$ cat src/rtl/accel_servo_pkg.sv
// accel_servo_pkg: shared pulse-width constants and the tilt-to-pulse mapping for the servo controller.
package accel_servo_pkg;
    localparam int PULSE_MIN_US = 1000;
    localparam int PULSE_MID_US = 1500;
    localparam int PULSE_MAX_US = 2000;
    localparam int PULSE_W      = 11;
    localparam int SUM_W        = 18;
    localparam int MAP_MUL      = 125;
    localparam int MAP_SHIFT    = 6;

    // Clamp to +/-clamp, scale onto +/-500 us with a floor shift, and keep the result inside the servo range.
    function automatic logic [PULSE_W-1:0] map_pulse(input int avg, input int clamp);
        int c;
        int p;
        c = (avg > clamp) ? clamp : ((avg < -clamp) ? -clamp : avg);
        p = PULSE_MID_US + ((c * MAP_MUL) >>> MAP_SHIFT);
        p = (p < PULSE_MIN_US) ? PULSE_MIN_US : ((p > PULSE_MAX_US) ? PULSE_MAX_US : p);
        return p[PULSE_W-1:0];
    endfunction
endpackage

$ cat src/rtl/axis_avg_map.sv
// axis_avg_map: per-axis sample history, running sum, and registered clamp/map to a servo pulse width.
module axis_avg_map
    import accel_servo_pkg::*;
#(
    parameter int AVG_LOG2 = 2,
    parameter int CLAMP    = 256
) (
    input  logic                clk,
    input  logic                reset_n,
    input  logic                capture,
    input  logic                load,
    input  logic signed [15:0]  data,
    output logic [PULSE_W-1:0]  pulse_us
);
    localparam int DEPTH = 1 << AVG_LOG2;

    logic signed [15:0]      hist_q [DEPTH];
    logic signed [15:0]      hist_d [DEPTH];
    logic signed [SUM_W-1:0] sum_q, sum_d;
    logic [PULSE_W-1:0]      pulse_q, pulse_d;

    always_comb begin
        hist_d  = hist_q;
        sum_d   = sum_q;
        pulse_d = pulse_q;
        if (capture) begin
            sum_d     = sum_q + SUM_W'(data) - SUM_W'(hist_q[DEPTH-1]);
            hist_d[0] = data;
            for (int i = 1; i < DEPTH; i++) hist_d[i] = hist_q[i-1];
        end
        // load arrives one cycle after capture, so sum_q already includes the new sample
        if (load) pulse_d = map_pulse(int'(sum_q >>> AVG_LOG2), CLAMP);
    end

    always_ff @(posedge clk or negedge reset_n) begin
        if (!reset_n) begin
            hist_q  <= '{default: '0};
            sum_q   <= '0;
            pulse_q <= PULSE_W'(PULSE_MID_US);
        end else begin
            hist_q  <= hist_d;
            sum_q   <= sum_d;
            pulse_q <= pulse_d;
        end
    end

    assign pulse_us = pulse_q;
endmodule

$ cat src/rtl/accel_servo_ctrl.sv
// accel_servo_ctrl: turns accelerometer samples into averaged servo pulse widths and drives two
// frame-synchronous hobby-servo PWM outputs.
module accel_servo_ctrl
    import accel_servo_pkg::*;
#(
    parameter int CLK_FREQ = 25_000_000,
    parameter int PWM_FREQ = 50,
    parameter int AVG_LOG2 = 2,
    parameter int CLAMP    = 256
) (
    input  logic                clk,
    input  logic                reset_n,
    input  logic                data_update,
    input  logic signed [15:0]  data_x,
    input  logic signed [15:0]  data_y,
    input  logic                enable,
    output logic [PULSE_W-1:0]  pulse_x_us,
    output logic [PULSE_W-1:0]  pulse_y_us,
    output logic                sample_valid,
    output logic                servo_x,
    output logic                servo_y
);
    localparam int DIV      = CLK_FREQ / 1_000_000;
    localparam int FRAME_US = 1_000_000 / PWM_FREQ;
    localparam int PW       = $clog2(DIV + 1);
    localparam int FW       = $clog2(FRAME_US + 1);

    logic               upd_q, cap_q, valid_q;
    logic [PW-1:0]      pre_q, pre_d;
    logic [FW-1:0]      frame_q, frame_d;
    logic [PULSE_W-1:0] wx_q, wx_d, wy_q, wy_d;
    logic               run_q, run_d, sx_q, sx_d, sy_q, sy_d;
    logic               capture, tick, wrap, start;

    axis_avg_map #(.AVG_LOG2(AVG_LOG2), .CLAMP(CLAMP)) u_x (
        .clk(clk), .reset_n(reset_n), .capture(capture), .load(cap_q), .data(data_x), .pulse_us(pulse_x_us)
    );
    axis_avg_map #(.AVG_LOG2(AVG_LOG2), .CLAMP(CLAMP)) u_y (
        .clk(clk), .reset_n(reset_n), .capture(capture), .load(cap_q), .data(data_y), .pulse_us(pulse_y_us)
    );

    always_comb begin
        capture = data_update & ~upd_q;
        tick    = pre_q == PW'(DIV - 1);
        wrap    = tick && frame_q == FW'(FRAME_US - 1);
        start   = pre_q == '0 && frame_q == '0;
        pre_d   = tick ? '0 : pre_q + PW'(1);
        frame_d = wrap ? '0 : (tick ? frame_q + FW'(1) : frame_q);
        // widths latch on the wrap edge itself, so a pulse update landing on that edge waits a frame
        wx_d    = wrap ? pulse_x_us : wx_q;
        wy_d    = wrap ? pulse_y_us : wy_q;
        run_d   = start ? enable : (run_q & enable);
        sx_d    = run_d && (int'(frame_q) < int'(wx_q));
        sy_d    = run_d && (int'(frame_q) < int'(wy_q));
    end

    always_ff @(posedge clk or negedge reset_n) begin
        if (!reset_n) begin
            upd_q   <= 1'b0;
            cap_q   <= 1'b0;
            valid_q <= 1'b0;
            pre_q   <= '0;
            frame_q <= '0;
            wx_q    <= PULSE_W'(PULSE_MID_US);
            wy_q    <= PULSE_W'(PULSE_MID_US);
            run_q   <= 1'b0;
            sx_q    <= 1'b0;
            sy_q    <= 1'b0;
        end else begin
            upd_q   <= data_update;
            cap_q   <= capture;
            valid_q <= cap_q;
            pre_q   <= pre_d;
            frame_q <= frame_d;
            wx_q    <= wx_d;
            wy_q    <= wy_d;
            run_q   <= run_d;
            sx_q    <= sx_d;
            sy_q    <= sy_d;
        end
    end

    assign sample_valid = valid_q;
    assign servo_x      = sx_q;
    assign servo_y      = sy_q;
endmodule
$ cat config.mk
export PLATFORM = sky130hd
export DESIGN_NAME = accel_servo_ctrl
export DESIGN_NICKNAME = d
export VERILOG_FILES = /design/src/rtl/accel_servo_pkg.sv /design/src/rtl/axis_avg_map.sv /design/src/rtl/accel_servo_ctrl.sv
export SDC_FILE = /design/constraint.sdc
export NUM_CORES = 1
export LEC_CHECK = 0
export ABC_AREA = 1
export ABC_CLOCK_PERIOD_IN_PS = 16900
export CORE_UTILIZATION = 69
export CTS_BUF_LIST = sky130_fd_sc_hd__clkbuf_4 sky130_fd_sc_hd__clkbuf_8 sky130_fd_sc_hd__clkbuf_16
export DETAILED_ROUTE_END_ITERATION = 8
export GPL_ROUTABILITY_DRIVEN = 0
export PLACE_DENSITY = 0.93
export SKIP_LAST_GASP = 1
export SYNTH_ARGS = -nofsm -noshare
export SYNTH_HDL_FRONTEND = slang
export SYNTH_SLANG_ARGS = --single-unit
$ cat constraint.sdc
create_clock -name clk -period 16.9 [get_ports clk]
set_input_delay 3.38 -clock clk [delete_from_list [all_inputs] [get_ports clk]]
set_output_delay 3.38 -clock clk [all_outputs]
set_load 0.02 [all_outputs]
After elaboration in Yosys (flattened, before gate mapping) --
Cells that the tools add are included.
Word-level totals: latch bits 0, output and inout port bits 25, memories 0, input bits 36, register bits after elaboration 234, logic and storage cells 66, memory bits (read-only) 0, RAM bits 0
Cells by class: equal/unequal tests 2, reduce and logical (&&, ||, !) cells 7, shift operators 0, multiplexer cells 12, $add $sub $neg 8, order comparisons 10, multipliers 2, divide/modulo/power cells 0, bitwise logic cells 3
Operators by type and width (count):
- 32-bit two-way mux | 4
- 32-bit by 8-bit multiplier with 32-bit output (second input constant) | 2
- 12-bit by 26-bit adder with 27-bit output (first input constant) | 2
- 27-bit by 12-bit greater-than comparator with 1-bit output (second input constant) | 2
- 27-bit by 11-bit less-than comparator with 1-bit output (second input constant) | 2
- 11-bit two-way mux | 4
- 18-bit by 16-bit adder with 18-bit output | 2
- 18-bit by 16-bit subtractor with 18-bit output | 2
- 16-bit by 10-bit greater-than comparator with 1-bit output (second input constant) | 2
- 16-bit by 9-bit less-than comparator with 1-bit output (second input constant) | 2
- 15-bit by 11-bit less-than comparator with 1-bit output | 2
- 15-bit two-way mux | 2
- 15-bit by 1-bit adder with 15-bit output (second input constant) | 1
- 15-bit equality test (second input constant) | 1
- 15-bit logical NOT | 1
- 5-bit by 1-bit adder with 5-bit output (second input constant) | 1
- 5-bit equality test (second input constant) | 1
- 5-bit logical NOT | 1
- 5-bit two-way mux | 1
- 1-bit logical AND | 4
- 1-bit bitwise AND | 2
- 2-bit nonzero test | 1
- 1-bit two-way mux | 1
- 1-bit inverter | 1

Logic depth before layout (Yosys ltp) --
word-level depth 8, mapped depth 44, mapped depth without buffers 43

Modules after synthesis --
Synthesis repeated with hierarchy kept, for this count alone.
Unflattened totals: cell total of the unflattened synthesis 2696, area, all modules 20433.3 µm²
By module, submodules not included:
- axis_avg_map at u_y | sequential area each 2336.0 µm², instances 1, area an instance 8828.5 µm², cells an instance 1171
- axis_avg_map at u_x | sequential area each 2336.0 µm², instances 1, area an instance 8742.1 µm², cells an instance 1152
- accel_servo_ctrl | sequential area each 1218.7 µm², instances 1, area an instance 2862.7 µm², cells an instance 373

Worst setup path after synthesis --
OpenSTA, ideal clock, no wires.
kind reg2reg, from reg u_x.sum_q[17], to reg u_x.pulse_q[9] (netlist: u_x.pulse_us[9]), arrival time 6.360 ns, path buffers 2, clock period less this slack 6.477 ns, data required time 16.783 ns, slack 10.423 ns, stages on the path, launching flop included 33, setup time 0.117 ns, path through dfrtp_1 > inv_1 > nor4_1 > nand2_1 > ha_1 > buf_4 > nor3_1 > inv_1 > fa_1 > inv_1 > ha_1 > fa_1 > inv_1 > fa_1 > inv_1 > ha_1 > a21oi_1 > o21ai_0 > a21oi_1 > nand2_1 > nand2_1 > nand2_1 > nor2_1 > nand3_2 > xor2_1 > or2b_1 > nor2_1 > nand4_1 > nand3_2 > buf_6 > nand2_2 > nor2_1 > nor2_1
Between the ends: longest elaborated chain between the ends 8, elaborated cells on any way between the ends 10, those cells by class add/sub (1); mul (1); order compare (4); mux (4)
RTL lines:
- start, declared | RTL line axis_avg_map.sv:19 | logic signed [SUM_W-1:0] sum_q, sum_d;
- start signal, assigned | RTL line axis_avg_map.sv:42 | sum_q <= sum_d;
- 16-bit by 9-bit less-than comparator with 1-bit output | RTL line accel_servo_pkg.sv:15 | c = (avg > clamp) ? clamp : ((avg < -clamp) ? -clamp : avg);
- 32-bit two-way mux | RTL line accel_servo_pkg.sv:15
- 32-bit two-way mux (*) | RTL line accel_servo_pkg.sv:15
- 32-bit by 8-bit multiplier with 32-bit output (*) | RTL line accel_servo_pkg.sv:16 | p = PULSE_MID_US + ((c * MAP_MUL) >>> MAP_SHIFT);
- 12-bit by 26-bit adder with 27-bit output (*) | RTL line accel_servo_pkg.sv:16
- 27-bit by 12-bit greater-than comparator with 1-bit output | RTL line accel_servo_pkg.sv:17 | p = (p < PULSE_MIN_US) ? PULSE_MIN_US : ((p > PULSE_MAX_US) ? PULSE_MAX_US : p);
- 11-bit two-way mux | RTL line accel_servo_pkg.sv:17
- 11-bit two-way mux (*) | RTL line accel_servo_pkg.sv:17
- end signal, assigned | RTL line axis_avg_map.sv:39 | pulse_q <= PULSE_W'(PULSE_MID_US);
- end signal, assigned | RTL line axis_avg_map.sv:43 | pulse_q <= pulse_d;
- end, declared | RTL line axis_avg_map.sv:20 | logic [PULSE_W-1:0] pulse_q, pulse_d;
Mark *: on every way between the ends. The rest lies on a longest branch, timed or not. A chain may end at the register's enable or synchronous reset.

Final worst setup path --
from reg u_y.sum_q[17], to reg u_y.pulse_q[9] (netlist: u_y.pulse_us[9])
Between the ends: longest elaborated chain between the ends 8, elaborated cells on any way between the ends 10, those cells by class add/sub (1); mul (1); order compare (4); mux (4)
RTL lines (RTL line):
- start, declared | axis_avg_map.sv:19
- start signal, assigned | axis_avg_map.sv:42
- 16-bit by 9-bit less-than comparator with 1-bit output | accel_servo_pkg.sv:15
- 32-bit two-way mux | accel_servo_pkg.sv:15
- 32-bit two-way mux (*) | accel_servo_pkg.sv:15
- 32-bit by 8-bit multiplier with 32-bit output (*) | accel_servo_pkg.sv:16
- 12-bit by 26-bit adder with 27-bit output (*) | accel_servo_pkg.sv:16
- 27-bit by 12-bit greater-than comparator with 1-bit output | accel_servo_pkg.sv:17
- 11-bit two-way mux | accel_servo_pkg.sv:17
- 11-bit two-way mux (*) | accel_servo_pkg.sv:17
- end signal, assigned | axis_avg_map.sv:39
- end signal, assigned | axis_avg_map.sv:43
- end, declared | axis_avg_map.sv:20
Marks and branches as above.

==> results.sh <==
export IMPL_nets=2979
export IMPL_cts_sinks=234
export IMPL_crit_path_top_delay_cell="fa_1"
export IMPL_clkLatencyLatePin_ns=0.54
export IMPL_syn_area_sq_um=19800
export IMPL_cts_resized_gates=0
export IMPL_final_period_utilization=0.464
export IMPL_min_path_type="register to register"
export IMPL_wire_per_inst_um=14.9
export IMPL_grt_pass1_vias=17200
export IMPL_synth_cells=2580
export IMPL_vias_per_cell=5.56
export IMPL_synth_warnings=0
export IMPL_h_tree_depth=1
export IMPL_drt_iter0_markers=1371
export IMPL_clockRootBuffer="clkbuf_16"
export IMPL_rsz0062_at_grt="false"
export IMPL_dieArea_sq_um=29400
export IMPL_yosys_area_top_type="dfrtp_1"
export IMPL_most_common_layout_cells="683 x nand2_1, 559 x inv_1, 206 x dfrtp_1"
export IMPL_drt_pass1_iter_count=6
export IMPL_portBuffers=60
export IMPL_fmax_mhz=127
export IMPL_cts_buffers=25
export IMPL_cp_common_cell="nand2_1"
export IMPL_syn_area_per_cell_sq_um=7.69
export IMPL_vias=16800
export IMPL_slew_violations=0
export IMPL_drtAntennaViolNets=0
export IMPL_syn_nets=2934
export IMPL_cap_viol_max_count=0
export IMPL_cp_data_arrival_time_ns=8.27
export IMPL_syn_to_final_growth_pct=8.70
export IMPL_ys_top_cells_by_area="dfrtp_1 26%, fa_1 14%, nand2_1 13%"
export IMPL_cp_start_kind="register"
export IMPL_track_usage=0.322
export IMPL_grt_max_degree=128
export IMPL_setup_worst_path_end_class="register"
export IMPL_dp_hpwl_um=33500
export IMPL_crit_required_ns=17.32
export IMPL_fillers=1823
export IMPL_finalHoldViolations=0
export IMPL_synthArstFlopShare=1.00
export IMPL_diodes=0
export IMPL_grt_pass1_wl_um=77000
export IMPL_ios=61
export IMPL_drive_gt1_frac=0.0435
export IMPL_cts_setup_buffers=0
export IMPL_setup_tns_final_ns=0
export IMPL_fp_dieW_um=172
export IMPL_maxSlewHeadroom=0.246
export IMPL_fin_worst_skew_ns=0.0174
export IMPL_ys_types=50
export IMPL_drc=0
export IMPL_ys_seq_area_frac=0.297
export IMPL_layout_commonest_cell="nand2_1"
export IMPL_die_h_um=172
export IMPL_yosys_area_top_type_share=0.260
export IMPL_antenna_found_initial=0
export IMPL_tritoncts="done"
export IMPL_cts_max_path_buffers=3
export IMPL_start_util=0.708
export IMPL_ys_ff_latch=234
export IMPL_fin_crit_ns=7.84
export IMPL_clkTransAtPathRegs_ns=0.07
export IMPL_synth_edf_count=0
export IMPL_crit_fanout=11
export IMPL_reg2reg_slack_ns=9.06
export IMPL_drt_wl_total_um=45000
export IMPL_setup_viol=0
export IMPL_critPathKind="register to register"
export IMPL_ctsHoldBuffers=0
export IMPL_rows=61
export IMPL_cpPeakStageDelay_ns=0.54
export IMPL_overflow=0
export IMPL_worst_pin_slew_ns=1.12
export IMPL_status="finished, final reports clean"
export IMPL_yosys_most_used_dff="dfrtp_1"
export IMPL_coreArea_sq_um=28000
==> synth_stat cells, drive strengths merged (4+ instances only) <==
cell,count
dfstp,28
nor3,37
clkbuf,38
o21a,6
a21oi,101
o221ai,5
xnor2,22
nand3,104
xor2,47
inv,562
o211ai,4
nor2,135
a21o,6
ha,180
buf,13
fa,138
nor4,18
or2,5
nand4,21
nand2,697
dfrtp,206
o21ai,169
o21bai,6
nand3b,10
==> cells by family (layout without fill, tap and decap cells) <==
| logic type | Yosys count | after routing | share of synthesized area |
|---|---|---|---|
| XOR/XNOR | 69 | 69 | 0.0305 |
| flip-flops | 234 | 234 | 0.297 |
| AO/OA/AOI/OAI | 310 | 310 | 0.0837 |
| adder cells (fa/ha/maj) | 318 | 318 | 0.253 |
| AND/OR/NAND/NOR | 1034 | 1034 | 0.218 |
| buffers and inverters | 615 | 676 | 0.118 |
==> registers in the layout, indices dropped and copies added (netlist names) <==
signal,flops
servo_x,1
u_y.hist_q,64
upd_q,1
run_q,1
u_y.pulse_us,11
wx_q,11
u_x.sum_q,18
u_y.sum_q,18
cap_q,1
sample_valid,1
u_x.pulse_us,11
servo_y,1
pre_q,5
frame_q,15
u_x.hist_q,64
wy_q,11
==> final cells by class <==
class | instances | area (sq um) | share of cell area
clock buffers | 31 | 683 | 0.0317
clock inverters | 12 | 111 | 0.00517
multi-input cells | 1731 | 11600 | 0.538
repair buffers | 69 | 673 | 0.0312
flip-flops and latches | 234 | 5890 | 0.273
well taps | 378 | 473 | 0.0219
inverters | 564 | 2120 | 0.0985
==> worst paths after layout <==
path                                 from              end  cells after the start
setup / recovery            u_y.sum_q[17]  u_y.pulse_us[9]                     37
hold / removal             u_x.hist_q[29]   u_x.hist_q[13]                      2
setup reg to reg            u_y.sum_q[17]  u_y.pulse_us[9]                     37
hold reg to reg            u_x.hist_q[29]   u_x.hist_q[13]                      2
max in group asynchronous         reset_n     u_y.sum_q[8]                      3
min in group asynchronous         reset_n     sample_valid                      1
==> worst max-delay path, delay by kind of cell, from the launching register on <==
family | cells | cell delay, ns
AO/OA/AOI/OAI | 2 | 0.71
adder cells (fa/ha/maj) | 6 | 2.66
XOR/XNOR | 1 | 0.30
flip-flops | 1 | 0.42
buffers and inverters | 8 | 0.54
AND/OR/NAND/NOR | 20 | 3.06
==> metal layers <==
layer  vias up  wire (um)  global-route usage
met5         -          0                   0
met4         0       1520               0.125
met3       154       2280              0.0368
met2       644      22800               0.578
met1      7947      18400               0.395
li1       8047          -                   -
==> metrics by stage <==
step	util	instances	area, sq um	hold slack [ns]	setup slack [ns]
5_1_grt	0.770	3019	21600	0.490	8.39
2_1_floorplan	-	2580	19800	0.355	10.42
3_5_place_dp	0.741	2976	20800	0.458	9.20
6_report	0.770	3019	21600	0.470	9.06
4_1_cts	0.770	3019	21600	0.472	9.18
3_3_place_gp	0.741	2976	20800	0.453	9.69
Power is not shown: default switching activity piles up to over one toggle a cycle in this logic, so the estimate is an artifact.
